[src/rtl/scrambler_pkg.sv]
// scrambler_pkg: widths, tap positions and single-step function for the 301-bit
// multiplicative scrambler shared by the stream controller and its step unit.
package scrambler_pkg;
    localparam int STATE_W = 301;
    localparam int WORD_W  = 16;
    localparam int TAP_A   = 181;
    localparam int TAP_B   = 209;
    localparam int TAP_C   = 215;
    typedef logic [STATE_W-1:0] state_t;
    typedef logic [WORD_W-1:0]  word_t;
    typedef enum logic {UNSEEDED, RUN} ctrl_state_e;
    // One shift of the state; bit 0 receives the scrambled data bit.
    function automatic state_t scr_step(input state_t s, input logic d);
        state_t n;
        logic   msb;
        msb      = s[STATE_W-1];
        n        = {s[STATE_W-2:0], msb ^ d};
        n[TAP_A] = msb ^ s[TAP_A-1];
        n[TAP_B] = msb ^ s[TAP_B-1];
        n[TAP_C] = msb ^ s[TAP_C-1];
        return n;
    endfunction
endpackage

[src/rtl/scrambler_stream_ctrl_if.sv]
// scrambler_stream_ctrl_if: seed, input/output stream handshake and status of the
// scrambler stream controller; slave is the controller, master is its environment.
interface scrambler_stream_ctrl_if #(parameter int CNT_W = 6);
    import scrambler_pkg::*;
    logic             seed_load;
    state_t           seed_value;
    logic             in_valid;
    logic             in_ready;
    word_t            in_data;
    logic             out_valid;
    logic             out_ready;
    word_t            out_data;
    logic             out_sof;
    logic             out_eof;
    logic             seeded;
    logic [CNT_W-1:0] frame_cnt;
    modport master (
        output seed_load, seed_value, in_valid, in_data, out_ready,
        input  in_ready, out_valid, out_data, out_sof, out_eof, seeded, frame_cnt
    );
    modport slave (
        input  seed_load, seed_value, in_valid, in_data, out_ready,
        output in_ready, out_valid, out_data, out_sof, out_eof, seeded, frame_cnt
    );
endinterface

[src/rtl/scrambler_step16.sv]
// scrambler_step16: combinational 16-step scrambler advance; data_o[i] is the
// scrambled bit of step i, which ends up at state bit WORD_W-1-i.
module scrambler_step16
    import scrambler_pkg::*;
(
    input  state_t state_i,
    input  word_t  data_i,
    output state_t state_o,
    output word_t  data_o
);
    always_comb begin
        state_o = state_i;
        for (int i = 0; i < WORD_W; i++) state_o = scr_step(state_o, data_i[i]);
    end
    for (genvar g = 0; g < WORD_W; g++) begin : g_rev
        assign data_o[g] = state_o[WORD_W-1-g];
    end
endmodule

[src/rtl/scrambler_stream_ctrl.sv]
// scrambler_stream_ctrl: valid/ready wrapper owning scrambler state, seed and
// frame counter; one-cycle latency, optional reseed at every frame start.
module scrambler_stream_ctrl
    import scrambler_pkg::*;
#(
    parameter int FRAME_WORDS      = 64,
    parameter bit RESEED_PER_FRAME = 1'b1,
    localparam int CNT_W           = FRAME_WORDS > 1 ? $clog2(FRAME_WORDS) : 1
) (
    input logic                     clk,
    input logic                     rst,
    scrambler_stream_ctrl_if.slave  bus
);
    ctrl_state_e      state_q, state_d;
    state_t           scr_q, scr_d, seed_q, seed_d, scr_nxt;
    word_t            od_q, od_d, scr_word;
    logic [CNT_W-1:0] cnt_q, cnt_d;
    logic             ov_q, ov_d, sof_q, sof_d, eof_q, eof_d;
    logic             in_ready, accept, last;

    scrambler_step16 u_step (
        .state_i (scr_q),
        .data_i  (bus.in_data),
        .state_o (scr_nxt),
        .data_o  (scr_word)
    );

    always_ff @(posedge clk or posedge rst) begin
        if (rst) state_q <= UNSEEDED;
        else     state_q <= state_d;
    end

    always_comb state_d = bus.seed_load ? RUN : state_q;

    always_comb in_ready = (state_q == RUN) && !bus.seed_load && (!ov_q || bus.out_ready);

    assign accept = bus.in_valid && in_ready;
    assign last   = cnt_q == CNT_W'(FRAME_WORDS - 1);

    // An explicit seed load outranks the end-of-frame reseed; the emitted word always uses scr_nxt.
    always_comb begin
        scr_d  = bus.seed_load ? bus.seed_value :
                 accept ? ((RESEED_PER_FRAME && last) ? seed_q : scr_nxt) : scr_q;
        seed_d = bus.seed_load ? bus.seed_value : seed_q;
        cnt_d  = bus.seed_load ? '0 : accept ? (last ? '0 : cnt_q + 1'b1) : cnt_q;
        ov_d   = accept || (ov_q && !bus.out_ready);
        od_d   = accept ? scr_word : od_q;
        sof_d  = accept ? (cnt_q == '0) : sof_q;
        eof_d  = accept ? last : eof_q;
    end

    always_ff @(posedge clk or posedge rst) begin
        if (rst) begin
            scr_q  <= '0;
            seed_q <= '0;
            cnt_q  <= '0;
            ov_q   <= 1'b0;
            od_q   <= '0;
            sof_q  <= 1'b0;
            eof_q  <= 1'b0;
        end else begin
            scr_q  <= scr_d;
            seed_q <= seed_d;
            cnt_q  <= cnt_d;
            ov_q   <= ov_d;
            od_q   <= od_d;
            sof_q  <= sof_d;
            eof_q  <= eof_d;
        end
    end

    assign bus.in_ready  = in_ready;
    assign bus.out_valid = ov_q;
    assign bus.out_data  = od_q;
    assign bus.out_sof   = sof_q;
    assign bus.out_eof   = eof_q;
    assign bus.seeded    = state_q == RUN;
    assign bus.frame_cnt = cnt_q;
endmodule
[src/flat_wrapper.sv]
// flat-port wrapper written by rule: the top's interface ports become plain ports
module scrambler_stream_ctrl_flat import scrambler_pkg::*;
#(
    parameter int FRAME_WORDS      = 64,
    parameter bit RESEED_PER_FRAME = 1'b1,
    localparam int CNT_W           = FRAME_WORDS > 1 ? $clog2(FRAME_WORDS) : 1
)
  (clk, rst, bus_seed_load, bus_seed_value, bus_in_valid, bus_in_data, bus_out_ready, bus_in_ready, bus_out_valid, bus_out_data, bus_out_sof, bus_out_eof, bus_seeded, bus_frame_cnt);
  scrambler_stream_ctrl_if bus_i ();
  input logic clk;
  input logic rst;
  input wire logic [$bits(bus_i.seed_load)-1:0] bus_seed_load;
  input wire logic [$bits(bus_i.seed_value)-1:0] bus_seed_value;
  input wire logic [$bits(bus_i.in_valid)-1:0] bus_in_valid;
  input wire logic [$bits(bus_i.in_data)-1:0] bus_in_data;
  input wire logic [$bits(bus_i.out_ready)-1:0] bus_out_ready;
  output wire logic [$bits(bus_i.in_ready)-1:0] bus_in_ready;
  output wire logic [$bits(bus_i.out_valid)-1:0] bus_out_valid;
  output wire logic [$bits(bus_i.out_data)-1:0] bus_out_data;
  output wire logic [$bits(bus_i.out_sof)-1:0] bus_out_sof;
  output wire logic [$bits(bus_i.out_eof)-1:0] bus_out_eof;
  output wire logic [$bits(bus_i.seeded)-1:0] bus_seeded;
  output wire logic [$bits(bus_i.frame_cnt)-1:0] bus_frame_cnt;
  assign bus_i.seed_load = bus_seed_load;
  assign bus_i.seed_value = bus_seed_value;
  assign bus_i.in_valid = bus_in_valid;
  assign bus_i.in_data = bus_in_data;
  assign bus_i.out_ready = bus_out_ready;
  assign bus_in_ready = bus_i.in_ready;
  assign bus_out_valid = bus_i.out_valid;
  assign bus_out_data = bus_i.out_data;
  assign bus_out_sof = bus_i.out_sof;
  assign bus_out_eof = bus_i.out_eof;
  assign bus_seeded = bus_i.seeded;
  assign bus_frame_cnt = bus_i.frame_cnt;
  scrambler_stream_ctrl #(.FRAME_WORDS(FRAME_WORDS), .RESEED_PER_FRAME(RESEED_PER_FRAME)) u_core (.clk(clk), .rst(rst), .bus(bus_i));
endmodule
[config.mk]
export PLATFORM = sky130hd
export DESIGN_NAME = scrambler_stream_ctrl_flat
export DESIGN_NICKNAME = d
export VERILOG_FILES = /design/src/rtl/scrambler_pkg.sv /design/src/rtl/scrambler_stream_ctrl_if.sv /design/src/rtl/scrambler_step16.sv /design/src/rtl/scrambler_stream_ctrl.sv /design/src/flat_wrapper.sv
export SDC_FILE = /design/constraint.sdc
export NUM_CORES = 2
export LEC_CHECK = 0
export BUFFER_PORTS_ARGS = -buffer_cell sky130_fd_sc_hd__buf_2
export CAP_MARGIN = 20
export CORE_MARGIN = 4
export CORE_UTILIZATION = 35
export DETAILED_ROUTE_END_ITERATION = 7
export HOLD_SLACK_MARGIN = 0.08
export PLACE_DENSITY_LB_ADDON = 0.3
export SLEW_MARGIN = 20
export SYNTH_ARGS = -nofsm -noshare
export SYNTH_HDL_FRONTEND = slang
export SYNTH_HIERARCHICAL = 1
export SYNTH_SLANG_ARGS = --single-unit
[constraint.sdc]
create_clock -name clk -period 23.2 [get_ports clk]
set_input_delay 4.64 -clock clk [delete_from_list [all_inputs] [get_ports clk]]
set_output_delay 4.64 -clock clk [all_outputs]
set_load 0.01 [all_outputs]
==> impl_metrics.csv <==
group,metric,value,unit
route,routedWlPerCell,20.4,um
critical_path,cp.required,18.56,ns
power,p_comb_share,11.2,%
route,drtIter0Drc,2135,
route,drc_errors,0,
clocking,ctsResizeCount,0,
grt,grt_pass1_vias,22800,
logic_synthesis,synth_cells,3388,
route,vias,23400,
critical_path,critical_path.slowest_cell,"buf_8",
logic_synthesis,synth_area,30400,um^2
critical_path,crit_end,"bus_in_ready",
clocking,cts_made_buffers,75,
clocking,cts_tree,"done",
timing,hold_violations,0,
floorplanning,die_w,303,um
logic_synthesis,synth_largest_area_cell,"dfrtp_1",
power,power.switching,0.784,mW
logic_synthesis,yosysWarnings,6,
grt,grt_max_degree,254,
layout,finalNetCount,3660,
logic_synthesis,syn_area_per_cell,8.97,um^2
grt,grt_usage,19.8,%
timing,maxSlewViolCount,0,
layout,seqCellArea,15700,um^2
power,p_leak,15.7,nW
grt,grt_antenna_before_repair,15,
critical_path,ff2ff_setup_slack,19.56,ns
route,drt-vias-per-instance,5.15,
critical_path,cpPeakStageDelay,0.37,ns
critical_path,crit_type,"primary input to primary output",
critical_path,worstPathMaxFanout,82,
grt,grt_overflow,0,
clocking,cts_root_buf,"clkbuf_16",
power,irDropWorstVdd,0.0657,mV
floorplanning,rows,107,
power,p_int,2.06,mW
timing,fmax,99.3,MHz
floorplanning,ios,349,
logic_synthesis,seq_area_frac_synth,51.7,%
logic_synthesis,ys_top_cells_by_area,"dfrtp_1 52%, nand2_1 12%, buf_4 6.5%",
critical_path,arrival,5.43,ns
floorplanning,design.die.area,91600,um^2
logic_synthesis,synth-seq-cells,628,
grt,grt_pass1_wl,140000,um
placed_design,placed_area,30800,um^2
floorplanning,core_area,85700,um^2
placed_design,dp_slack,13.13,ns
power,power_density,84.9,nW/um^2
logic_synthesis,ys_types,33,
route,drtAntennaViolNets,0,
job,max_cap_viol_count,0,
route,routed_wl,92600,um
layout,drive_gt1_share,15.0,%
min_path,hold_path_class,"flop to flop",
power,p_total,2.84,mW
logic_synthesis,synth_edf_count,0,
layout,finalCoreUtilization,39.0,%
timing,rsz0062_at_grt,"false",
floorplanning,die_y,303,um
layout,multi_input_area,11600,um^2
placed_design,port_buffers,348,
timing,tightest_slew,1.34,ns
timing,setup_viol,0,
critical_path,crit_path_end_kind,"primary output",
layout,syn_to_final_growth,10.1,%
critical_path,crit_start,"bus_seed_load",
status,status,"finished clean",
clocking,clk_latency,0.63,ns
logic_synthesis,synth_top_area_share,51.7,%
clocking,ctsHoldBuffers,0,
critical_path,reg2reg_to,"u_core/scr_q[193]$_DFFE_PP0P_",
logic_synthesis,ys.flop_type,"dfrtp_1",
power,clockPowerShare,43.5,%
placed_design,gp_congestion,0.822,
clocking,cts_max_level,3,
layout,fillers,8719,
clocking,post_cts_buffers,0,
timing,fin_crit,10.07,ns
timing,skew,0.0354,ns
logic_synthesis,synth-async-reset-ratio,100,%
critical_path,crit_path_cell_trace,"buf_8 -> nand2b_1 -> nor2_1 -> buf_2",
power,p_sw_share,27.6,%
critical_path,start_kind,"primary input",
floorplanning,start_util,35.5,%
timing,setup_ws,13.13,ns
timing,slew_headroom,10.4,%
placed_design,place.detailed.hpwl,60000,um
critical_path,rr_worst_depth,7,
critical_path,reg2reg_from,"u_core/bus.frame_cnt[0]$_DFFE_PP0P_",
timing,tns,0,ns
logic_synthesis,syn_nets,3712,
clocking,cts_buffer_depth,3,
clocking,cts_sinks,628,
timing,finalCritPeriodShare,43.4,%
power,power_frac_seq,45.3,%
route,dr.pass1.iters,5,
layout,design_area,33500,um^2
clocking,path_clk_slew,0.06,ns
worst min path at each step:
| stage | startpoint | endpoint | slack, ns | cells after the start |
|---|---|---|---|---|
| floorplan | u_core/seed_q[268]$_DFFE_PP0P_ | u_core/seed_q[268]$_DFFE_PP0P_ | 0.43 | 2 |
| detailed placement | u_core/seed_q[270]$_DFFE_PP0P_ | u_core/seed_q[270]$_DFFE_PP0P_ | 0.45 | 2 |
| finish | u_core/seed_q[298]$_DFFE_PP0P_ | u_core/seed_q[298]$_DFFE_PP0P_ | 0.46 | 2 |
| CTS | u_core/seed_q[299]$_DFFE_PP0P_ | u_core/seed_q[299]$_DFFE_PP0P_ | 0.47 | 2 |
| global route | u_core/seed_q[270]$_DFFE_PP0P_ | u_core/seed_q[270]$_DFFE_PP0P_ | 0.48 | 2 |
| global placement | u_core/seed_q[286]$_DFFE_PP0P_ | u_core/seed_q[286]$_DFFE_PP0P_ | 0.45 | 2 |
synthesized netlist by cell type, drive strengths merged, types with 2 or more instances:
| master | count |
|---|---|
| a31oi | 2 |
| dfrtp | 628 |
| inv | 3 |
| ha | 2 |
| nand3 | 307 |
| o21ai | 2 |
| xor2 | 44 |
| nand4 | 301 |
| buf | 356 |
| nor2b | 2 |
| xor3 | 10 |
| nor2 | 3 |
| a21oi | 2 |
| nand2 | 956 |
| mux2i | 2 |
| or3 | 301 |
| or2 | 2 |
| nand2b | 303 |
| clkbuf | 152 |
| o31ai | 2 |
cells in the final DEF, fill, tap and decap left out, types with 21 or more instances in the layout:
| cell | Yosys | layout |
|---|---|---|
| clkbuf_16 | 0 | 75 |
| clkbuf_8 | 0 | 21 |
| nand2_1 | 956 | 956 |
| or3_1 | 301 | 301 |
| xor2_1 | 44 | 44 |
| nand4_1 | 301 | 301 |
| buf_2 | 46 | 347 |
| nand3_1 | 307 | 306 |
| dfrtp_1 | 628 | 628 |
| buf_4 | 264 | 29 |
| nand2b_1 | 303 | 303 |
per-layer routing:
layer  routed length [um]  global-route usage [%]  up-vias  part of all wire [%]
met4                 2540                    5.63        6                   2.7
li1                     -                       -    11000                     -
met3                 6450                    4.17      150                   7.0
met2                40700                    29.4      711                    44
met5                   40                       0        -                 0.043
met1                42900                    29.0    11600                    46
final cells by class:
type	instances	area share [%]
Clock buffer	111	6.64
Multi-Input combinational cell	2249	34.8
Timing Repair Buffer	379	6.01
Tap cell	1144	4.28
Inverter	3	0.0561
Clock inverter	28	1.23
Sequential cell	628	47.0
Antenna cell	4	0.0299
metrics by stage:
step / hold slack (ns) / cells
after floorplan: 0.434 / 3388
after global placement: 0.447 / 4403
after detailed placement: 0.451 / 4403
after CTS: 0.467 / 4542
after global routing: 0.476 / 4542
final: 0.462 / 4546
registers in the layout (all words and copies together) (netlist names):
signal,flops
u_core/bus.seeded,1
u_core/bus.out_data,16
u_core/bus.out_sof,1
u_core/seed_q,301
u_core/bus.out_eof,1
u_core/bus.frame_cnt,6
u_core/bus.out_valid,1
u_core/scr_q,301
power by group through the flow:
stage          registers (mW)  clock network (mW)  logic [mW]
3_5_place_dp             1.31                   0       0.320
3_3_place_gp             1.31                   0       0.317
6_report                 1.29                1.24       0.317
4_1_cts                  1.29                1.27       0.322
2_1_floorplan            1.28                   0       0.275
5_1_grt                  1.30                1.31       0.357
worst max-delay path: cells and delay by family:
| kind | cells | cell delay (ns) |
|---|---|---|
| AND/OR/NAND/NOR | 2 | 0.24 |
| buffers and inverters | 2 | 0.50 |
cells by family after synthesis:
family | synth area share (%)
mux | 0.103
compound gates | 0.214
fa+ha+maj | 0.0823
xor+xnor | 2.08
simple gates | 35.7
flops | 51.7
buf+inv | 10.1
No activity file was read; power rests on OpenSTA's default activity.
